==> src/rtl/autoconfig_zii_multi.sv <==
// Zorro II AutoConfig engine: presents up to NUM_BOARDS logical boards in turn
// on one CFGIN_n/CFGOUT_n chain slot, with per-board enable and shut-up.
module autoconfig_zii_multi #(
    parameter int                          NUM_BOARDS = 2,
    parameter logic [8*NUM_BOARDS-1:0]     ER_TYPE    = {8'hE5, 8'hD1},
    parameter logic [8*NUM_BOARDS-1:0]     ER_PRODUCT = {8'h02, 8'h01},
    parameter logic [8*NUM_BOARDS-1:0]     ER_FLAGS   = {8'h00, 8'h80},
    parameter logic [15:0]                 MANUF_ID   = 16'h0A1C,
    parameter logic [31:0]                 SERIAL     = 32'h0000_0001
) (
    input  logic                      C7M,
    input  logic                      RESET,
    input  logic                      CFGIN_n,
    input  logic [NUM_BOARDS-1:0]     BOARD_EN,
    input  logic                      AS_n,
    input  logic                      DS_n,
    input  logic                      RW_n,
    input  logic [7:0]                A_HIGH,
    input  logic [5:0]                A_LOW,
    input  logic [3:0]                D_IN,
    output logic [3:0]                D_OUT,
    output logic                      D_OE,
    output logic [8*NUM_BOARDS-1:0]   BASE,
    output logic [NUM_BOARDS-1:0]     CONFIGURED_n,
    output logic [NUM_BOARDS-1:0]     SHUTUP,
    output logic                      CFGOUT_n,
    output logic [1:0]                STATE_DBG
);

    localparam int IDX_W = $clog2(NUM_BOARDS + 1);

    typedef enum logic [1:0] {
        ST_SCAN    = 2'd0,
        ST_PRESENT = 2'd1,
        ST_DONE    = 2'd2
    } state_t;

    state_t             state, state_nx;
    logic [IDX_W-1:0]   idx, idx_nx;
    logic [3:0]         lo_hold;
    logic               ds_prev;

    logic               hit, rd_hit, wr_edge, wr_base, wr_lo, wr_shut;
    logic [7:0]         sel_type, sel_product, sel_flags;
    logic [3:0]         raw_nib, rd_nib;
    logic               found;
    logic [IDX_W-1:0]   found_idx;

    assign STATE_DBG = state;

    // Bus handshake: a config hit needs the slot enabled, $E8xxxx and AS_n low
    // while a board is being presented; writes commit once on DS_n falling.
    assign hit     = !CFGIN_n && (A_HIGH == 8'hE8) && !AS_n && (state == ST_PRESENT);
    assign rd_hit  = hit && RW_n;
    assign wr_edge = hit && !RW_n && !DS_n && ds_prev;
    assign wr_base = wr_edge && (A_LOW == 6'h24);
    assign wr_lo   = wr_edge && (A_LOW == 6'h25);
    assign wr_shut = wr_edge && (A_LOW == 6'h26);

    always_comb begin
        sel_type    = 8'h00;
        sel_product = 8'h00;
        sel_flags   = 8'h00;
        for (int i = 0; i < NUM_BOARDS; i++) begin
            if (int'(idx) == i) begin
                sel_type    = ER_TYPE[i*8 +: 8];
                sel_product = ER_PRODUCT[i*8 +: 8];
                sel_flags   = ER_FLAGS[i*8 +: 8];
            end
        end
    end

    always_comb begin
        raw_nib = 4'h0;
        case (A_LOW)
            6'd0:  raw_nib = sel_type[7:4];
            6'd1:  raw_nib = sel_type[3:0];
            6'd2:  raw_nib = sel_product[7:4];
            6'd3:  raw_nib = sel_product[3:0];
            6'd4:  raw_nib = sel_flags[7:4];
            6'd5:  raw_nib = sel_flags[3:0];
            6'd8:  raw_nib = MANUF_ID[15:12];
            6'd9:  raw_nib = MANUF_ID[11:8];
            6'd10: raw_nib = MANUF_ID[7:4];
            6'd11: raw_nib = MANUF_ID[3:0];
            6'd12: raw_nib = SERIAL[31:28];
            6'd13: raw_nib = SERIAL[27:24];
            6'd14: raw_nib = SERIAL[23:20];
            6'd15: raw_nib = SERIAL[19:16];
            6'd16: raw_nib = SERIAL[15:12];
            6'd17: raw_nib = SERIAL[11:8];
            6'd18: raw_nib = SERIAL[7:4];
            6'd19: raw_nib = SERIAL[3:0];
            default: raw_nib = 4'h0;
        endcase
        // Only er_Type ($00/$02) is presented true; everything else is inverted.
        rd_nib = (A_LOW <= 6'd1) ? raw_nib : ~raw_nib;
    end

    // Lowest enabled, unconfigured, not-shut-up board at or above idx.
    always_comb begin
        found     = 1'b0;
        found_idx = '0;
        for (int i = NUM_BOARDS - 1; i >= 0; i--) begin
            if (i >= int'(idx) && BOARD_EN[i] && CONFIGURED_n[i] && !SHUTUP[i]) begin
                found     = 1'b1;
                found_idx = IDX_W'(i);
            end
        end
    end

    always_comb begin
        state_nx = state;
        idx_nx   = idx;
        case (state)
            ST_SCAN: begin
                if (found) begin
                    state_nx = ST_PRESENT;
                    idx_nx   = found_idx;
                end else begin
                    state_nx = ST_DONE;
                end
            end
            ST_PRESENT: begin
                if (wr_base || wr_shut) begin
                    state_nx = ST_SCAN;
                    idx_nx   = idx + IDX_W'(1);
                end
            end
            default: state_nx = ST_DONE;
        endcase
    end

    always_ff @(posedge C7M) begin
        if (RESET) begin
            state        <= ST_SCAN;
            idx          <= '0;
            lo_hold      <= 4'h0;
            ds_prev      <= 1'b1;
            D_OUT        <= 4'hF;
            D_OE         <= 1'b0;
            BASE         <= '0;
            CONFIGURED_n <= '1;
            SHUTUP       <= '0;
            CFGOUT_n     <= 1'b1;
        end else begin
            state    <= state_nx;
            idx      <= idx_nx;
            ds_prev  <= DS_n;
            D_OE     <= rd_hit;
            D_OUT    <= rd_hit ? rd_nib : 4'hF;
            CFGOUT_n <= (state != ST_DONE) | CFGIN_n;
            if (wr_lo) begin
                lo_hold <= D_IN;
            end
            for (int i = 0; i < NUM_BOARDS; i++) begin
                if (int'(idx) == i) begin
                    if (wr_base) begin
                        BASE[i*8 +: 8]  <= {D_IN, lo_hold};
                        CONFIGURED_n[i] <= 1'b0;
                    end
                    if (wr_shut) begin
                        SHUTUP[i] <= 1'b1;
                    end
                end
            end
        end
    end

endmodule

==> config.mk <==
export PLATFORM = sky130hd
export DESIGN_NAME = autoconfig_zii_multi
export DESIGN_NICKNAME = d
export VERILOG_FILES = /design/src/rtl/autoconfig_zii_multi.sv
export SDC_FILE = /design/constraint.sdc
export NUM_CORES = 1
export LEC_CHECK = 0
export CORE_AREA = 3 3 70 59
export CTS_CLUSTER_DIAMETER = 150
export DETAILED_ROUTE_END_ITERATION = 7
export DIE_AREA = 0 0 73 62
export GPL_ROUTABILITY_DRIVEN = 0
export PLACE_DENSITY_LB_ADDON = 0.15
export SETUP_SLACK_MARGIN = 0.1
export SLEW_MARGIN = 20
export SYNTH_ARGS = -nofsm -noshare
export SYNTH_HDL_FRONTEND = slang
export SYNTH_SLANG_ARGS = --single-unit
export TNS_END_PERCENT = 10
==> constraint.sdc <==
create_clock -name C7M -period 1.65 [get_ports C7M]
set_input_delay 0.2475 -clock C7M [delete_from_list [all_inputs] [get_ports C7M]]
set_output_delay 0.2475 -clock C7M [all_outputs]
set_load 0.03 [all_outputs]
* Yosys cells after proc, flatten, opt, wreduce, memory -nomap -nowiden *
Cells that the tools add are included.

word-level totals
  output and inout port bits = 28
  register bits after elaboration = 35

operators by class
  bitwise gates (word level) = 3
  eq/ne operators = 18
  add/sub/neg operators = 1
  multiplexer cells = 18
  reductions and logical operators = 34
  order comparisons = 3

operators by type and width
  cell                                                               count
  2-to-1 mux 8 bit                                                   5
  one-hot mux 4 bit (9 select lines)                                 1
  equality test 6 x 4 -> 1 bit (second input constant)               3
  equality test 6 bit (second input constant)                        3
  logical AND 1 bit                                                  16
  equality test 6 x 2 -> 1 bit (second input constant)               2
  equality test 6 x 3 -> 1 bit (second input constant)               2
  2-to-1 mux 2 bit                                                   5
  equality test 8 bit (second input constant)                        1
  one-hot mux 2 bit (2 select lines)                                 2
  AND reduction 2 bit                                                4
  equality test 6 x 1 -> 1 bit (second input constant)               1
  equality test 6 x 5 -> 1 bit (second input constant)               1
  less-or-equal comparator 6 x 1 -> 1 bit (second input constant)    1
  logical NOT 1 bit                                                  6
  logical NOT 6 bit                                                  1
  greater-or-equal comparator 1 x 2 -> 1 bit (first input constant)  2
  logical NOT 2 bit                                                  2
  2-to-1 mux 1 bit                                                   4
  2-to-1 mux 4 bit                                                   1
  != test 2 bit (second input constant)                              2
  NOT 4 bit                                                          1
  OR reduction 2 bit                                                 2
  AND reduction 3 bit                                                1
  8 further kinds                                                    8

* Longest topological paths before layout *
  depth in word-level cells = 11
  gate-level depth with buffers = 7
  mapped depth without buffers = 7

* Least setup slack after synthesis *
OpenSTA, ideal clock, no wires.

  kind = reg2reg
  start point = register state[0], in the netlist STATE_DBG[0]
  end point = register BASE[15]
  required time = 1.522 ns
  stages on the path, launching flop included = 7
  arrival time = 1.538 ns
  path slack = -0.016 ns
  cells stage by stage = dfxtp_1 nor4b_4 and4_1 nand4_1 buf_6 mux2i_1 nor2_1

on the way
  longest elaborated chain between the ends = 7

ends and longest elaborated chain
  item                            RTL line  text
  start: declaration              38        state_t state, state_nx;
  start signal: assignment        147       state <= state_nx;
  equality test 2 x 1 -> 1 bit    53        assign hit = !CFGIN_n && (A_HIGH == 8'hE8) && !AS_n && (state == ST_PRESENT);
  logical AND 1 bit               53
  logical AND 1 bit (3 in a row)  55        assign wr_edge = hit && !RW_n && !DS_n && ds_prev;
  logical AND 1 bit               56        assign wr_base = wr_edge && (A_LOW == 6'h24);
  AND reduction 2 bit (no line)   -
  end signal: indexed assignment  159       BASE[i*8 +: 8] <= {D_IN, lo_hold};
  end: declaration                23        output logic [8*NUM_BOARDS-1:0] BASE,

No other way between the ends.
A chain may end at the register's enable or synchronous reset.

* Worst setup path after layout *
  start point = input RW_n
  end point = register BASE[10]

on the way
  longest elaborated chain between the ends = 6

ends and longest elaborated chain
  item                            RTL line  text
  start: declaration              17        input logic RW_n,
  logical NOT 1 bit               55
  logical AND 1 bit (3 in a row)  55
  logical AND 1 bit               56
  AND reduction 2 bit (no line)   -

No other way between the ends.

==> flow_summary.ini <==
[critical_path]
r2r-start = STATE_DBG[0]$_SDFFE_PP0P_
worst-path-buf-inv = 2
endpoint = BASE[10]$_SDFFE_PP0P_
path_class = input port to flop
cp-start-kind = input port
worst-path-max-fanout = 5
r2r_slack_ns = 0.03
arrival_ns = 1.81
reg2reg_depth = 6
end_kind = flop
cp.required_ns = 1.81
timing.critical_path.depth = 7
worstSetupStartpoint = RW_n
slowest_stage = clkdlybuf4s50_1
cp_cell_sequence = clkdlybuf4s50_1 > and4bb_2 > and4_4 > nand4_1 > buf_6 > mux2i_1 > nor2_1
critPathMaxStageDelay_ns = 0.41
cp_top_family = simple AND/OR/NAND/NOR gates
rr_endpoint = BASE[10]$_SDFFE_PP0P_

[sta]
finalHoldViolations = 0
max_freq_ghz = 0.605
maxSlewViolCount = 0
fin_skew_ns = 0.00575
finalCritPeriodShare = 1.00
period_needed_ns = 1.65
setup_viol = 1
fin_setup_tns_ns = -0.00408
worst_slew_pin_slew_ns = 0.340
max-slew-margin-rel = 0.773
fin_ws_ns = -0.00408
rsz0062_at_grt = yes

[route]
wl_per_cell_um = 15.8
vias_per_cell = 5.27
drt_wl_total_mm = 4.41
drtPass1Iterations = 4
ant_nets = 0
drc = 0
drt_iter0_drc = 125
vias = 1475

[yosys]
syn_inst = 160
syn_nets = 188
synth_seq_area_share = 0.457
ys_warn_count = 0
synth_mux_area_frac = 0.138
syn_avg_cell_area_um2 = 9.58
synth_top_family_by_area = simple AND/OR/NAND/NOR gates
synth_area_um2 = 1530
ys_ff_latch = 35
synthSimpleGateAreaFrac = 0.269
synthAdderAreaFrac = 0.0163
synth_compound_area_frac = 0.0906
synth_cell_types = 37
synth_xor_area_frac = 0

[run_status]
failed_checks = negative setup slack
status = finished with violations

[worst_hold_path]
hold_path_class = input port to flop
min-delay-start = CFGIN_n

[finish]
syn_to_final_growth_pct = 62.7
num_antenna_cells = 0
final_cell_mix = dfxtp_1 (31), nor2_1 (30), dlymetal6s2s_1 (27)
final_common_cell = dfxtp_1
final.fill_count = 256
fin_util = 0.723
drive_above_1_share = 0.218
nNetsFinal = 266
stdcell_count = 280

[place]
dpl.hpwl_mm = 2.99
place_inst = 268
portBuffers = 53
dp_slack_ns = -0.369

[power_and_ir_drop]
intPower_mw = 1.43
combPwrFrac = 0.138
clkPwrFrac = 0.395
power.switching_mw = 0.420
max-vdd-ir-drop_mv = 0.722
pwr-share-seq = 0.468
power_density_nw_per_um2 = 743
total_leakage_power_nw = 1.40
switching_share = 0.227

[global_routing]
grt_use_met2 = 0.343
overflow = 0
busiest_layer = met2
antenna_found_initial = 0
gr-usage-met3 = 0.0466
grt_max_degree = 28
grt.met1_usage = 0.227
track_usage = 0.194
grt_pass1_wl_mm = 6.64
grt_pass1_vias = 1486

[clocking]
cts_hold_buf = 0
clk_latency_ns = 0.28
cts-root-buf = clkbuf_8
cts_max_level = 2
cts.sinks = 35
clk_path_buf_depth = 2
clk_pin_slew_ns = 0.07
tritoncts = built
cts_buffers = 5

[die]
io_pins = 54
design.core.area_um2 = 3450
dieArea_um2 = 4530
die_y_um = 62
rows = 19
initial_utilization = 0.445
die_w_um = 73

[flow_run]
max_cap_viol_count = 0
==> cells in the mapped netlist <==
cell	count	share of area
clkbuf_1	4	0.0098
o31ai_1	1	0.0049
nor3_1	1	0.0033
a31oi_1	1	0.0041
nor4b_4	1	0.016
or4b_2	1	0.0065
o21ai_0	5	0.016
dfxtp_1	35	0.46
nand2b_1	1	0.0041
nand4_1	2	0.0082
a211oi_1	1	0.0049
mux2i_1	20	0.13
a21boi_0	1	0.0049
and2b_1	1	0.0049
nand3b_1	1	0.0049
o2111a_1	1	0.0073
a21oi_1	7	0.023
mux2_2	1	0.0073
inv_1	5	0.012
a21o_1	3	0.015
nand3_1	5	0.016
a311o_1	1	0.0065
nor4b_2	2	0.020
ha_1	2	0.016
nor2_1	30	0.073
nand2_1	11	0.027
and4bb_2	2	0.016
nand4b_1	1	0.0057
o22ai_1	1	0.0041
nor2_4	1	0.0073
or2_2	1	0.0041
buf_6	1	0.0073
nand4_2	1	0.0082
and4b_1	2	0.013
and4_1	2	0.011
nor2b_1	3	0.012
nor3_2	1	0.0065
==> final cells by class <==
class | instances | area (um^2) | area share
tap | 42 | 52.6 | 0.0211
timing repair buffer | 76 | 783 | 0.314
clock inverter | 1 | 30.0 | 0.0120
sequential | 35 | 708 | 0.284
inverter | 5 | 18.8 | 0.00753
multi-input combinational | 115 | 828 | 0.332
clock buffer | 6 | 72.6 | 0.0291
==> worst reg2reg max path, cell delays in order (launching register included) <==
cell	delay (ns)
dfxtp_4	0.37
nor4b_4	0.27
and4_4	0.29
nand4_1	0.15
buf_6	0.19
mux2i_1	0.17
nor2_1	0.06
==> layer usage <==
metal  vias to the layer above  part of all wire
li1                        719                 -
met1                       698              0.41
met2                        47              0.52
met3                        11             0.056
met4                         0             0.018
met5                         -                 0
==> sequential cells by signal, summed over array words and instances, names as in the netlist <==
register      cells
idx               2
CONFIGURED_n      2
D_OE              1
ds_prev           1
CFGOUT_n          1
STATE_DBG         2
SHUTUP            2
lo_hold           4
D_OUT             4
BASE             16
==> what timing repair did <==
item	4_1_cts	5_1_grt
resized for setup	10	43
setup buffers	1	3
setup endpoints to repair	38	52
hold endpoints to repair	0	0
gates cloned	1	0
pin swaps	6	9
==> through the flow <==
step           hold WS, ns  instance area (um^2)  power (mW)
4_1_cts              0.367                  2360        1.85
5_1_grt              0.375                  2490        1.93
3_3_place_gp         0.452                  2240        1.12
2_1_floorplan        0.343                  1540       0.985
3_5_place_dp         0.466                  2240        1.12
6_report             0.374                  2490        1.85
==> power groups by stage <==
stage	Sequential (mW)	Combinational, mW	Clock [mW]
final	0.867	0.255	0.732
after global routing	0.868	0.278	0.782
after CTS	0.866	0.238	0.748
after detailed placement	0.885	0.239	0
after global placement	0.884	0.233	0
after floorplan	0.898	0.0869	0
==> cell families after synthesis <==
logic type | count (synthesis)
flops | 35
simple gates | 70
buf+inv | 10
mux | 21
compound gates | 22
fa+ha+maj | 2
==> worst min-delay path by stage <==
stage                             end  slack (ns)  cells past startpoint
6_report          CFGOUT_n$_SDFF_PP1_        0.37                      2
5_1_grt           CFGOUT_n$_SDFF_PP1_        0.37                      2
4_1_cts           CFGOUT_n$_SDFF_PP1_        0.37                      2
3_5_place_dp   SHUTUP[0]$_SDFFE_PP0P_        0.47                      2
3_3_place_gp      idx[1]$_SDFFE_PP0P_        0.45                      2
2_1_floorplan     D_OUT[3]$_SDFF_PP1_        0.34                      2
No activity file was read; power rests on OpenSTA's default activity.
